==> config.mk <==
export PLATFORM = sky130hd
export DESIGN_NAME = pattern_detector_param
export DESIGN_NICKNAME = d
export VERILOG_FILES = /design/src/rtl/seqdet_pkg.sv /design/src/rtl/seq_match_counter.sv /design/src/rtl/pattern_detector_param.sv
export SDC_FILE = /design/constraint.sdc
export NUM_CORES = 1
export LEC_CHECK = 0
export BUFFER_PORTS_ARGS = -buffer_cell sky130_fd_sc_hd__buf_2
export CORE_ASPECT_RATIO = 1.25
export CORE_UTILIZATION = 61
export CTS_CLUSTER_SIZE = 10
export DETAILED_ROUTE_END_ITERATION = 6
export GPL_TIMING_DRIVEN = 0
export PLACE_DENSITY = 0.84
export SYNTH_ARGS = -nofsm -noshare
export SYNTH_HDL_FRONTEND = slang
export SYNTH_HIERARCHICAL = 1
export SYNTH_SLANG_ARGS = --single-unit
==> constraint.sdc <==
create_clock -name clk -period 5.5 [get_ports clk]
set_clock_uncertainty 0.15 [all_clocks]
set_input_delay 0.55 -clock clk [delete_from_list [all_inputs] [get_ports clk]]
set_output_delay 0.55 -clock clk [all_outputs]
set_load 0.02 [all_outputs]
==> src/rtl/seqdet_pkg.sv <==
// rtl/seqdet_pkg.sv - shared state encoding and config helpers for serial sequence detectors
package seqdet_pkg;

    typedef enum logic [1:0] {
        ST_IDLE  = 2'b00,
        ST_FILL  = 2'b01,
        ST_ARMED = 2'b10
    } state_t;

    // Out-of-range lengths are folded into 1..max_len so the fill counter always terminates.
    function automatic int unsigned clamp_len(input int unsigned cfg_len, input int unsigned max_len);
        int unsigned r;
        if (cfg_len == 0) begin
            r = 1;
        end else if (cfg_len > max_len) begin
            r = max_len;
        end else begin
            r = cfg_len;
        end
        return r;
    endfunction

    function automatic logic [31:0] len_mask(input int unsigned len);
        logic [31:0] m;
        m = '0;
        for (int unsigned i = 0; i < 32; i++) begin
            if (i < len) begin
                m[i] = 1'b1;
            end
        end
        return m;
    endfunction

endpackage

==> src/rtl/seq_match_counter.sv <==
// rtl/seq_match_counter.sv - saturating match counter with sticky saturation flag
module seq_match_counter #(
    parameter int CNT_W = 16
) (
    input  logic             clk,
    input  logic             reset,
    input  logic             inc,
    input  logic             clr,
    output logic [CNT_W-1:0] count,
    output logic             sat
);

    localparam logic [CNT_W-1:0] ALL_ONES = '1;
    localparam logic [CNT_W-1:0] ONE      = CNT_W'(1);

    logic [CNT_W-1:0] count_q, count_d;
    logic             sat_q, sat_d;

    always_comb begin
        count_d = count_q;
        sat_d   = sat_q;
        if (clr) begin
            // A clear coinciding with a match keeps that match.
            count_d = inc ? ONE : '0;
            sat_d   = 1'b0;
        end else if (inc) begin
            if (count_q != ALL_ONES) begin
                count_d = count_q + ONE;
            end
            sat_d = sat_q | (count_d == ALL_ONES);
        end
    end

    always_ff @(posedge clk or posedge reset) begin
        if (reset) begin
            count_q <= '0;
            sat_q   <= 1'b0;
        end else begin
            count_q <= count_d;
            sat_q   <= sat_d;
        end
    end

    assign count = count_q;
    assign sat   = sat_q;

endmodule

==> src/rtl/pattern_detector_param.sv <==
// rtl/pattern_detector_param.sv - runtime-programmable serial bit-pattern detector
module pattern_detector_param
    import seqdet_pkg::*;
#(
    parameter int                 MAX_LEN         = 8,
    parameter int                 LEN_W           = 4,
    parameter int                 CNT_W           = 16,
    parameter logic [MAX_LEN-1:0] DEFAULT_PATTERN = 'h03,
    parameter int                 DEFAULT_LEN     = 2,
    parameter logic               DEFAULT_OVERLAP = 1'b1
) (
    input  logic               clk,
    input  logic               reset,
    input  logic               en,
    input  logic               w_valid,
    input  logic               w,
    input  logic               cfg_load,
    input  logic [MAX_LEN-1:0] cfg_pattern,
    input  logic [LEN_W-1:0]   cfg_len,
    input  logic               cfg_overlap,
    input  logic               clr_count,
    output logic               z,
    output logic [CNT_W-1:0]   match_count,
    output logic               cnt_sat,
    output logic               armed
);

    localparam logic [LEN_W-1:0] RST_LEN = LEN_W'(clamp_len(DEFAULT_LEN, MAX_LEN));

    state_t             state_q, state_d;
    logic [MAX_LEN-1:0] hist_q, hist_d, hist_n;
    logic [LEN_W-1:0]   fill_q, fill_d, fill_n;
    logic [MAX_LEN-1:0] pat_q, pat_d;
    logic [LEN_W-1:0]   len_q, len_d;
    logic               ovl_q, ovl_d;
    logic               z_q, z_d;
    logic               match;

    always_comb begin
        hist_n = {hist_q[MAX_LEN-2:0], w};
        fill_n = (fill_q >= len_q) ? len_q : fill_q + 1'b1;
    end

    always_comb begin
        state_d = state_q;
        hist_d  = hist_q;
        fill_d  = fill_q;
        pat_d   = pat_q;
        len_d   = len_q;
        ovl_d   = ovl_q;
        match   = 1'b0;

        if (cfg_load) begin
            pat_d   = cfg_pattern;
            len_d   = LEN_W'(clamp_len(32'(cfg_len), MAX_LEN));
            ovl_d   = cfg_overlap;
            hist_d  = '0;
            fill_d  = '0;
            state_d = en ? ST_FILL : ST_IDLE;
        end else if (!en) begin
            hist_d  = '0;
            fill_d  = '0;
            state_d = ST_IDLE;
        end else begin
            // IDLE with en high behaves as FILL from an empty history.
            if (state_q == ST_IDLE) begin
                state_d = ST_FILL;
            end
            if (w_valid) begin
                hist_d = hist_n;
                fill_d = fill_n;
                match  = (fill_n == len_q) &&
                         (((32'(hist_n) ^ 32'(pat_q)) & len_mask(32'(len_q))) == 32'd0);
                if (fill_n == len_q) begin
                    if (match && !ovl_q) begin
                        fill_d  = '0;
                        state_d = ST_FILL;
                    end else begin
                        state_d = ST_ARMED;
                    end
                end else begin
                    state_d = ST_FILL;
                end
            end
        end
        z_d = match;
    end

    always_ff @(posedge clk or posedge reset) begin
        if (reset) begin
            state_q <= ST_IDLE;
            hist_q  <= '0;
            fill_q  <= '0;
            pat_q   <= DEFAULT_PATTERN;
            len_q   <= RST_LEN;
            ovl_q   <= DEFAULT_OVERLAP;
            z_q     <= 1'b0;
        end else begin
            state_q <= state_d;
            hist_q  <= hist_d;
            fill_q  <= fill_d;
            pat_q   <= pat_d;
            len_q   <= len_d;
            ovl_q   <= ovl_d;
            z_q     <= z_d;
        end
    end

    seq_match_counter #(
        .CNT_W (CNT_W)
    ) u_counter (
        .clk   (clk),
        .reset (reset),
        .inc   (match),
        .clr   (clr_count),
        .count (match_count),
        .sat   (cnt_sat)
    );

    assign z     = z_q;
    assign armed = (state_q == ST_ARMED);

endmodule

# Yosys cells after proc, flatten, opt, wreduce, memory -nomap -nowiden

Cells that the tools add are included.
W data, S select, Z words.

$add $sub $neg: 2
Order comparisons: 17
Equal/unequal tests: 6
Multiplexer cells: 89
Bitwise operators: 3
Reduce and logical (&&, ||, !) cells: 7

Operator list:

| kind                    | count |
|---|---|
| $mux W16                | 5 |
| $mux W1                 | 67 |
| $logic_not A32 Y1       | 1 |
| $mux W4                 | 8 |
| $lt A4 B4 Y1 const A    | 7 |
| $mux W7                 | 3 |
| $add A16 B1 Y16 const B | 1 |
| $eq A16 B16 Y1 const B  | 1 |
| $lt A3 B4 Y1 const A    | 4 |
| $ne A16 B16 Y1 const B  | 1 |
| $and A8 B15 Y15         | 1 |
| $mux W2                 | 6 |
| $lt A1 B4 Y1 const A    | 2 |
| $lt A2 B4 Y1 const A    | 2 |
| $xor A8 B8 Y8           | 1 |
| $add A4 B1 Y4 const B   | 1 |
| $eq A4 B4 Y1            | 1 |
| $ge A4 B4 Y1            | 1 |
| $gt A4 B4 Y1 const B    | 1 |
| $logic_not A4 Y1        | 1 |
| $ne A4 B1 Y1 const B    | 1 |
| $ne A3 B1 Y1 const B    | 1 |
| $eq A2 B2 Y1 const B    | 1 |
| $logic_and A1 B1 Y1     | 2 |
| 4 further kinds         | 4 |

Register bits: 44
Input bits: 20
Output and inout port bits: 19
Logic and storage cells: 133

# Logic depth before layout (Yosys ltp)

Gate-level depths: netlist of the first run.

Depth in word-level cells: 17
Depth in mapped cells: 15
Gate-level depth less buffers: 12

# Modules after synthesis

The synthesis of the first run kept the hierarchy.

Modules (own cells, without submodules):

| module                 | instances | cells an instance | area each (µm²) |
|---|---|---|---|
| pattern_detector_param | 1         | 140               | 1,501.4 |
| seq_match_counter      | 1         | 129               | 1,119.8 |

# Least setup slack after synthesis of the first run

No wires, ideal clock.

Path type: register to register
Start point: register len_q[1]
End point: register u_counter.sat_q (netlist: u_counter/sat)
Arrival time: 2,856 ps
Data required time: 5,283 ps
Setup slack: 2,427 ps
Stages on the path, launching flop included: 14
Path buffers: 2
Clock period less this slack: 3,073 ps
Cells stage by stage: dfstp_2 -> inv_1 -> ha_1 -> a21oi_1 -> o21ai_0 -> clkbuf_1 -> a41o_1 -> nand2_1 -> nor4_1 -> clkbuf_1 -> nand4_1 -> a2111oi_2 -> and3_1 -> a32o_1

Word-level cells in the longest chain between the ends: 12
Elaborated cells between the ends (all ways): 85
Classes of those cells: order compare (16); eq/ne (1); mux (64); bitwise (1); reduce/logical (3)

Ends and longest elaborated chain:

| element                                    | line                          | source |
|---|---|---|
| start, declared                            | pattern_detector_param.sv:34  | `logic [LEN_W-1:0] len_q, len_d;` |
| start signal, assigned                     | pattern_detector_param.sv:103 | `len_q <= len_d;` |
| $lt A1 B4 Y1, or another cell as far along | seqdet_pkg.sv:27              | `if (i < len) begin` |
| $mux W1                                    | seqdet_pkg.sv:27              |  |
| $mux W1                                    | pattern_detector_param.sv:69  | `if (w_valid) begin` |
| $mux W1                                    | pattern_detector_param.sv:60  | `end else if (!en) begin` |
| $mux W1                                    | pattern_detector_param.sv:53  | `if (cfg_load) begin` |
| $and A8 B15 Y15                            | pattern_detector_param.sv:73  | `(((32'(hist_n) ^ 32'(pat_q)) & len_mask(32'(len_q))) == 32'd0);` |
| $logic_not A32 Y1                          | pattern_detector_param.sv:73  |  |
| $logic_and A1 B1 Y1 (*)                    | pattern_detector_param.sv:72  | `match = (fill_n == len_q) &&` |
| $mux W1 (*)                                | pattern_detector_param.sv:69  |  |
| $mux W1 (*)                                | pattern_detector_param.sv:60  |  |
| $mux W1 (*)                                | pattern_detector_param.sv:53  |  |
| named net match                            | pattern_detector_param.sv:37  | `logic match;` |
| $reduce_bool A2 Y1 (no line) (*)           | -                             |  |
| end signal, assigned                       | seq_match_counter.sv:40       | `sat_q <= sat_d;` |
| end, declared                              | seq_match_counter.sv:17       | `logic sat_q, sat_d;` |

Mark *: on every way through the listed nets, which the timed path passes. The rest lies on a longest branch. The select of a mux whose other input is x is not followed.
A chain may end at the register's enable or synchronous reset.

# Worst setup path after layout of the first run

Start point: register len_q[3]
End point: register u_counter.count_q[9] (netlist: u_counter/count[9])

Word-level cells in the longest chain between the ends: 12
Elaborated cells between the ends (all ways): 85
Classes of those cells: order compare (16); eq/ne (1); mux (64); bitwise (1); reduce/logical (3)

Ends and longest elaborated chain:

| element                                    | line                         | source |
|---|---|---|
| $lt A1 B4 Y1, or another cell as far along | seqdet_pkg.sv:27             |  |
| $mux W1                                    | seqdet_pkg.sv:27             |  |
| $mux W1                                    | pattern_detector_param.sv:69 |  |
| $mux W1                                    | pattern_detector_param.sv:60 |  |
| $mux W1                                    | pattern_detector_param.sv:53 |  |
| $and A8 B15 Y15                            | pattern_detector_param.sv:73 |  |
| $logic_not A32 Y1                          | pattern_detector_param.sv:73 |  |
| $logic_and A1 B1 Y1 (*)                    | pattern_detector_param.sv:72 |  |
| $mux W1 (*)                                | pattern_detector_param.sv:69 |  |
| $mux W1 (*)                                | pattern_detector_param.sv:60 |  |
| $mux W1 (*)                                | pattern_detector_param.sv:53 |  |
| named net match                            | pattern_detector_param.sv:37 |  |
| $reduce_bool A2 Y1 (no line) (*)           | -                            |  |
| end signal, assigned                       | seq_match_counter.sv:39      | `count_q <= count_d;` |
| end, declared                              | seq_match_counter.sv:16      | `logic [CNT_W-1:0] count_q, count_d;` |

Marks and branches as above.

==> reports/qor.txt, run 1 <==
worst path cell trace -> inv_1 -> ha_1 -> nand2_1 -> o21ai_0 -> clkbuf_1 -> a41o_1 -> nand2_1 -> nor4_1 -> clkbuf_1 -> a21boi_2 -> buf_4 -> nand4_1 -> xor2_1 -> nor2_1
total global routing overflow -> 0
simple-gate share of the synthesized area -> 0.1967
count of cells resized by post-cts repair -> 0
crit end category -> register
depth of the CTS H-tree -> 2
# IOs -> 39
drt first pass iters -> 4
Skew-Pair Late Insertion Delay -> 0.30 ns
Worst Path Required -> 5.52 ns
post-synthesis compound-gate area fraction -> 0.1728
dominant cell type by area after synthesis -> dfrtp_1
outcome -> finished, final reports clean
Longest Clk Path Bufs -> 2
post-route minimum period -> 3.770 ns
Buf/Inv on CP -> 4
final core utilization -> 0.7268
Final HPWL DP -> 4.292 mm
register area share after synthesis -> 0.4220
DR vias/cell -> 5.967
largest family of logic cells by synthesized area -> simple AND/OR/NAND/NOR gates
Detail Route Antenna Nets -> 0
top cell type's share of synthesized area -> 0.3819
Post-synth ARST share -> 1.000
cell area after placement -> 2872 µm²
Post-Route WL -> 5.905 mm
Post-CTS Setup Inserts -> 0
Hold-fix buffers, CTS -> 0
CTS tree -> built
top cells by area, synth -> dfrtp_1 (38%), xor2_1 (6.7%), mux2_2 (4.3%)
antenna violations before repair -> 0
global-route wire length before repair -> 9.584 mm
layout cells sized above 1 -> 0.2428
final setup margin -> 1.730 ns
flops & latches, synth -> 44
Final Max Slew Viols -> 0
Die W -> 60.63 µm
setup_tns -> 0 ns
cell with the most instances after synthesis -> dfrtp_1
adder-cell share of the synthesized area -> 0.02864
RSZ-0062 raised after global routing -> false
CTS clk-pin slew, worst paths -> 0.08 ns
vias in the first global route -> 2117
pin count of the biggest net entering global routing -> 28
fin area -> 2979 µm²
Rows -> 26
total CTS buffers -> 5
Die H -> 75.29 µm
Filler cells -> 324
Worst Path Arrival -> 3.79 ns
wire per inst -> 16.00 µm
CP max stage cell -> dfrtp_1
PwrDens -> 231.4 nW/µm²
Area growth, synth to finish -> 13.65%
XOR/XNOR share of the synthesized area -> 0.07685
pre-CTS setup slack -> 1.887 ns
Final Hold Fails -> 0
Max-slew headroom -> 0.3337
most common library cells after synthesis -> dfrtp_1 (40), nand2_1 (25), xor2_1 (20)
# diodes -> 0
worst ir drop on vdd -> 161.2 µV
Worst-Margin Slew -> 0.9984 ns
Mapped Cells -> 269
Top FF cell, synth -> dfrtp_1
CP max stage delay -> 0.51 ns
GRT Util Overall -> 0.2862
syn nets -> 295
critical path type -> register to register
die area -> 4565 µm²
1st-iter DRT viols -> 123
core area -> 4099 µm²
DR DRC count -> 0
multiplexer share of the synthesized area -> 0.05442
mapped cell area -> 2621 µm²
leakage power -> 1.364 nW
Post-synth EDFFs -> 0
number of warnings issued by yosys -> 6
# setup viols final -> 0
Initial Utilization -> 0.6395
Fmax achieved -> 265.3 MHz
nets@finish -> 338
area of the multi-input gates -> 1388 µm²
RePlAce Congestion -> 0.9132
Sink Count -> 44
CTS root buf -> clkbuf_8
Distinct cells, synth -> 54
PortBufs -> 36
Worst Setup Start Kind -> register
Register Area -> 1106 µm²
Max-cap violations -> 0
syn avg cell area -> 9.744 µm²
Min-Delay Path Class -> input port to asynchronous set/reset pin
critical-path maximum fanout -> 10
CP delay by family, top -> buffers and inverters
vias -> 2202
fin crit share -> 0.6854
==> sequential cells by signal (all words and copies together), names as in the netlist <==
signal	count
u_counter/count	16
fill_q	4
hist_q	7
pat_q	8
z	1
ovl_q	1
u_counter/sat	1
state_q	2
len_q	4
==> through the flow <==
step	std cells	hold slack (ns)	power, mW
floorplan	269	0.3261	0.4229
CTS	369	0.2118	0.6942
finish	369	0.2007	0.6895
global route	369	0.2402	0.7194
global placement	361	0.3301	0.4465
detailed placement	361	0.3402	0.4506
==> path summary, 6_finish.rpt <==
path                               start                  end  slack (ns)  depth (start not counted)
min in group clk              cfg_len[3]             len_q[0]        0.32                          2
max in group asynchronous          reset             len_q[3]        4.26                          2
max reg2reg                     len_q[3]   u_counter/count[9]        1.73                         14
min                                reset  u_counter/count[15]        0.20                          2
max                             len_q[3]   u_counter/count[9]        1.73                         14
min reg2reg                u_counter/sat        u_counter/sat        0.36                          1
==> cell usage in the layout (no fill, tap or decap), types with 3 or more instances in the layout <==
master,synthesis,final
a31oi_1,4,4
xor2_1,20,20
xnor2_1,3,3
a21oi_1,7,7
a22o_1,7,7
clkbuf_1,8,9
dfrtp_1,40,40
dfstp_2,4,4
nand3_1,13,13
nor2_1,19,19
nand2_1,25,25
and3_1,4,4
ha_1,6,6
inv_1,12,12
mux2i_1,3,3
a32o_1,3,3
nor2b_1,6,6
nor3_1,5,5
mux2_2,10,10
o31ai_1,3,3
buf_2,3,39
nand4_1,7,7
o22ai_1,3,3
o21ai_0,14,14
clkbuf_8,0,5
==> logic make-up after synthesis <==
kind of cell	Yosys count
simple gates	96
compound gates	60
flops	44
buf+inv	27
xor+xnor	23
mux	13
fa+ha+maj	6
==> worst reg2reg max path, cell delays in order, from the launching register on <==
cell and delay (ns):
dfrtp_1 0.51, inv_1 0.14, ha_1 0.33, nand2_1 0.06, o21ai_0 0.21, clkbuf_1 0.37
a41o_1 0.26, nand2_1 0.07, nor4_1 0.31, clkbuf_1 0.42, a21boi_2 0.28, buf_4 0.21
nand4_1 0.13, xor2_1 0.15, nor2_1 0.05
==> metal layers <==
layer  global-route usage  routed length, µm  share of wire
met5                    0                  0              0
met2               0.5556               3334           0.56
met1               0.3021               2228           0.38
met3              0.04754                232          0.039
met4               0.1086                108          0.018
==> where the power goes <==
group,total (mW),internal (mW),switching [mW]
Clock,0.244,0.135,0.109
Combinational,0.0933,0.0373,0.0560
Sequential,0.352,0.337,0.0144
==> layout make-up <==
class                      count  area share
multi-input combinational    198      0.4658
sequential                    44      0.3713
timing repair buffer          36     0.06048
clock inverter                 2     0.01176
clock buffer                   6     0.02436
inverter                      12     0.01512
tap                           56     0.02352
buffer                        15     0.02772
No activity file was read; power rests on OpenSTA's default activity.
==> run 2, diff against run 1 <==
Settings changed: CORE_UTILIZATION 61 to 51, PLACE_DENSITY 0.84 to 0.74.
Clock period 5.5 ns to 3.3 ns, I/O delays scaled along.
==> run 2 against run 1 <==
Against the previous run: non-clock buffer count rose by 1; maximum frequency increased by 24%; worst hold slack got worse by 0.11 ns; final cell count up 1.4%; combinational power increased by 80%; final area grew 2.1%; first-iteration DRC count grew 60%; sequential power grew 67%; register-to-register slack worse by 1.5 ns; critical path type unchanged; routed wire length is 1.4% higher.
==> reports/qor.txt, run 2 (synthesis results as in run 1) <==
vias -> 2184 (-0.82%)
die area -> 5433 µm² (+19%)
Post-CTS Setup Inserts -> 0 (unchanged)
Post-Route WL -> 5.985 mm (+1.4%)
crit end category -> register
commonest cells after routing, fill and taps aside -> buf_2 (39), dfrtp_1 (37), nand2_1 (25)
Fmax achieved -> 327.8 MHz (+24%)
Worst Hold Launch -> cfg_len[3]
met3 Usage GRT -> 0.03709 (-0.01045)
total CTS buffers -> 5 (unchanged)
# setup viols final -> 0 (unchanged)
Skew-Pair Late Insertion Delay -> 0.31 ns (about the same)
outcome -> finished, final reports clean
CTS tree -> built
met2 Use GR -> 0.4612 (-0.09433)
wire per inst -> 16.00 µm (about the same)
# IOs -> 39 (unchanged)
worst r2r src -> len_q[1]
PwrDens -> 391.4 nW/µm² (+69%)
Area growth, synth to finish -> 15.99%
# diodes -> 0 (unchanged)
most common cell after layout, fill and taps aside -> buf_2
CTS clk-pin slew, worst paths -> 0.09 ns (about the same)
Longest Clk Path Bufs -> 2 (unchanged)
fin crit share -> 0.9245 (+0.2391)
1st-iter DRT viols -> 197 (+60%)
Die H -> 82.16 µm (+9.1%)
cell area after placement -> 2877 µm² (+0.17%)
Final HPWL DP -> 4.302 mm (+0.23%)
nets@finish -> 339 (+0.30%)
GRT Util Overall -> 0.2482 (-0.03794)
post-route minimum period -> 3.051 ns (-0.7190 ns)
critical-path maximum fanout -> 10 (unchanged)
global-route wire length before repair -> 10.12 mm (+5.6%)
Initial Utilization -> 0.5422 (-0.09732)
drt first pass iters -> 4 (unchanged)
leakage power -> 1.376 nW (+0.86%)
Worst Path Arrival -> 3.14 ns (-0.65 ns)
Sink Count -> 44 (unchanged)
layout cells sized above 1 -> 0.2675 (+0.02470)
Min-Delay Path Class -> input port to register
critical path type -> register to register
DR DRC count -> 0 (unchanged)
Worst Setup Start Kind -> register
pin count of the biggest net entering global routing -> 28 (unchanged)
total global routing overflow -> 0 (unchanged)
CTS root buf -> clkbuf_8
Critical Path Start -> len_q[1]
Rows -> 28 (+7.7%)
met1 GRT Util -> 0.2840 (-0.01817)
Detail Route Antenna Nets -> 0 (unchanged)
PortBufs -> 36 (unchanged)
fin area -> 3040 µm² (+2.1%)
vias in the first global route -> 2120 (+0.14%)
Die W -> 66.13 µm (+9.1%)
Max-slew headroom -> 0.3205 (-0.01311)
RePlAce Congestion -> 0.8934 (-2.2%)
Worst Path Required -> 3.39 ns (-2.13 ns)
antenna violations before repair -> 0 (unchanged)
core area -> 4835 µm² (+18%)
DR vias/cell -> 5.840 (-2.1%)
worst ir drop on vdd -> 229.7 µV (+43%)
Max-cap violations -> 0 (unchanged)
Final Max Slew Viols -> 0 (unchanged)
RSZ-0062 raised after global routing -> false
depth of the CTS H-tree -> 2 (unchanged)
max reg flops -> 16 (unchanged)
WHS -> 0.08912 ns (-0.1116 ns)
GRT busiest layer -> met2
Final Hold Fails -> 0 (unchanged)
Worst-Margin Slew -> 1.018 ns (+0.01965 ns)
run 2: cell types whose count changed in the layout (fill, tap and decap cells not counted), moves of 2 or more:
cell | previous run | this run
dfrtp_2 | 0 | 3
clkinv_4 | 0 | 2
clkbuf_1 | 9 | 6
buf_4 | 2 | 4
dfrtp_1 | 40 | 37
run 2: critical path: stages (launching register included):
cell	delay (ns)
dfstp_2	0.60
inv_1	0.08
ha_1	0.27
a21oi_1	0.06
o21ai_1	0.16
buf_4	0.20
a41o_4	0.14
nand2_1	0.09
nor4_4	0.20
buf_4	0.22
nand4_1	0.13
a2111oi_2	0.33
and3_1	0.21
a32o_1	0.15
run 2: what timing repair did:
action                                  4_1_cts  5_1_grt
pin swaps                                     0        0
endpoints found under the hold margin        12        0
hold buffers                                  1        0
endpoints found under the setup margin       13       12
resized for setup                             6        7
run 2: metal layers:
metal  part of all wire  up-vias  routed length (µm)
met5                  0        -                   0
met4              0.016        0                  95
met3              0.039       10                 236
met2               0.54       65                3208
met1               0.41     1050                2445
li1                   -     1059                   -
run 2: final cells by class:
| class | instances | area, µm² |
|---|---|---|
| Sequential cell | 44 | 1110 |
| Tap cell | 60 | 75.07 |
| Timing Repair Buffer | 37 | 190.2 |
| Clock buffer | 5 | 68.82 |
| Inverter | 12 | 45.04 |
| Fill cell | 435 | 1794 |
| Multi-Input combinational cell | 198 | 1414 |
| Clock inverter | 3 | 47.55 |
| Buffer | 15 | 90.09 |
run 2: per-stage QoR:
stage                     setup slack, ns    util  instances  setup TNS [ns]  total power [mW]
after global routing              0.01438  0.6289        374               0             1.243
after global placement            -0.3168  0.5950        365          -2.621            0.7460
after floorplan                    0.2267       -        269               0            0.7048
final                              0.2490  0.6289        374               0             1.190
after detailed placement          -0.3468  0.5950        365          -3.324            0.7518
after CTS                         0.01093  0.6242        374               0             1.189
run 2: worst paths after layout:
path | to | slack, ns | depth (start not counted)
setup / recovery | u_counter/sat | 0.25 | 13
hold / removal | len_q[0] | 0.09 | 2
setup reg to reg | u_counter/sat | 0.25 | 13
hold reg to reg | u_counter/sat | 0.36 | 1
max in group asynchronous | fill_q[0] | 1.64 | 3
min in group asynchronous | u_counter/count[6] | 0.54 | 3
run 2: report_power, final:
group,total (mW),switching [mW],internal (mW)
registers,0.587,0.0241,0.563
clock network,0.435,0.207,0.228
logic,0.168,0.0991,0.0687
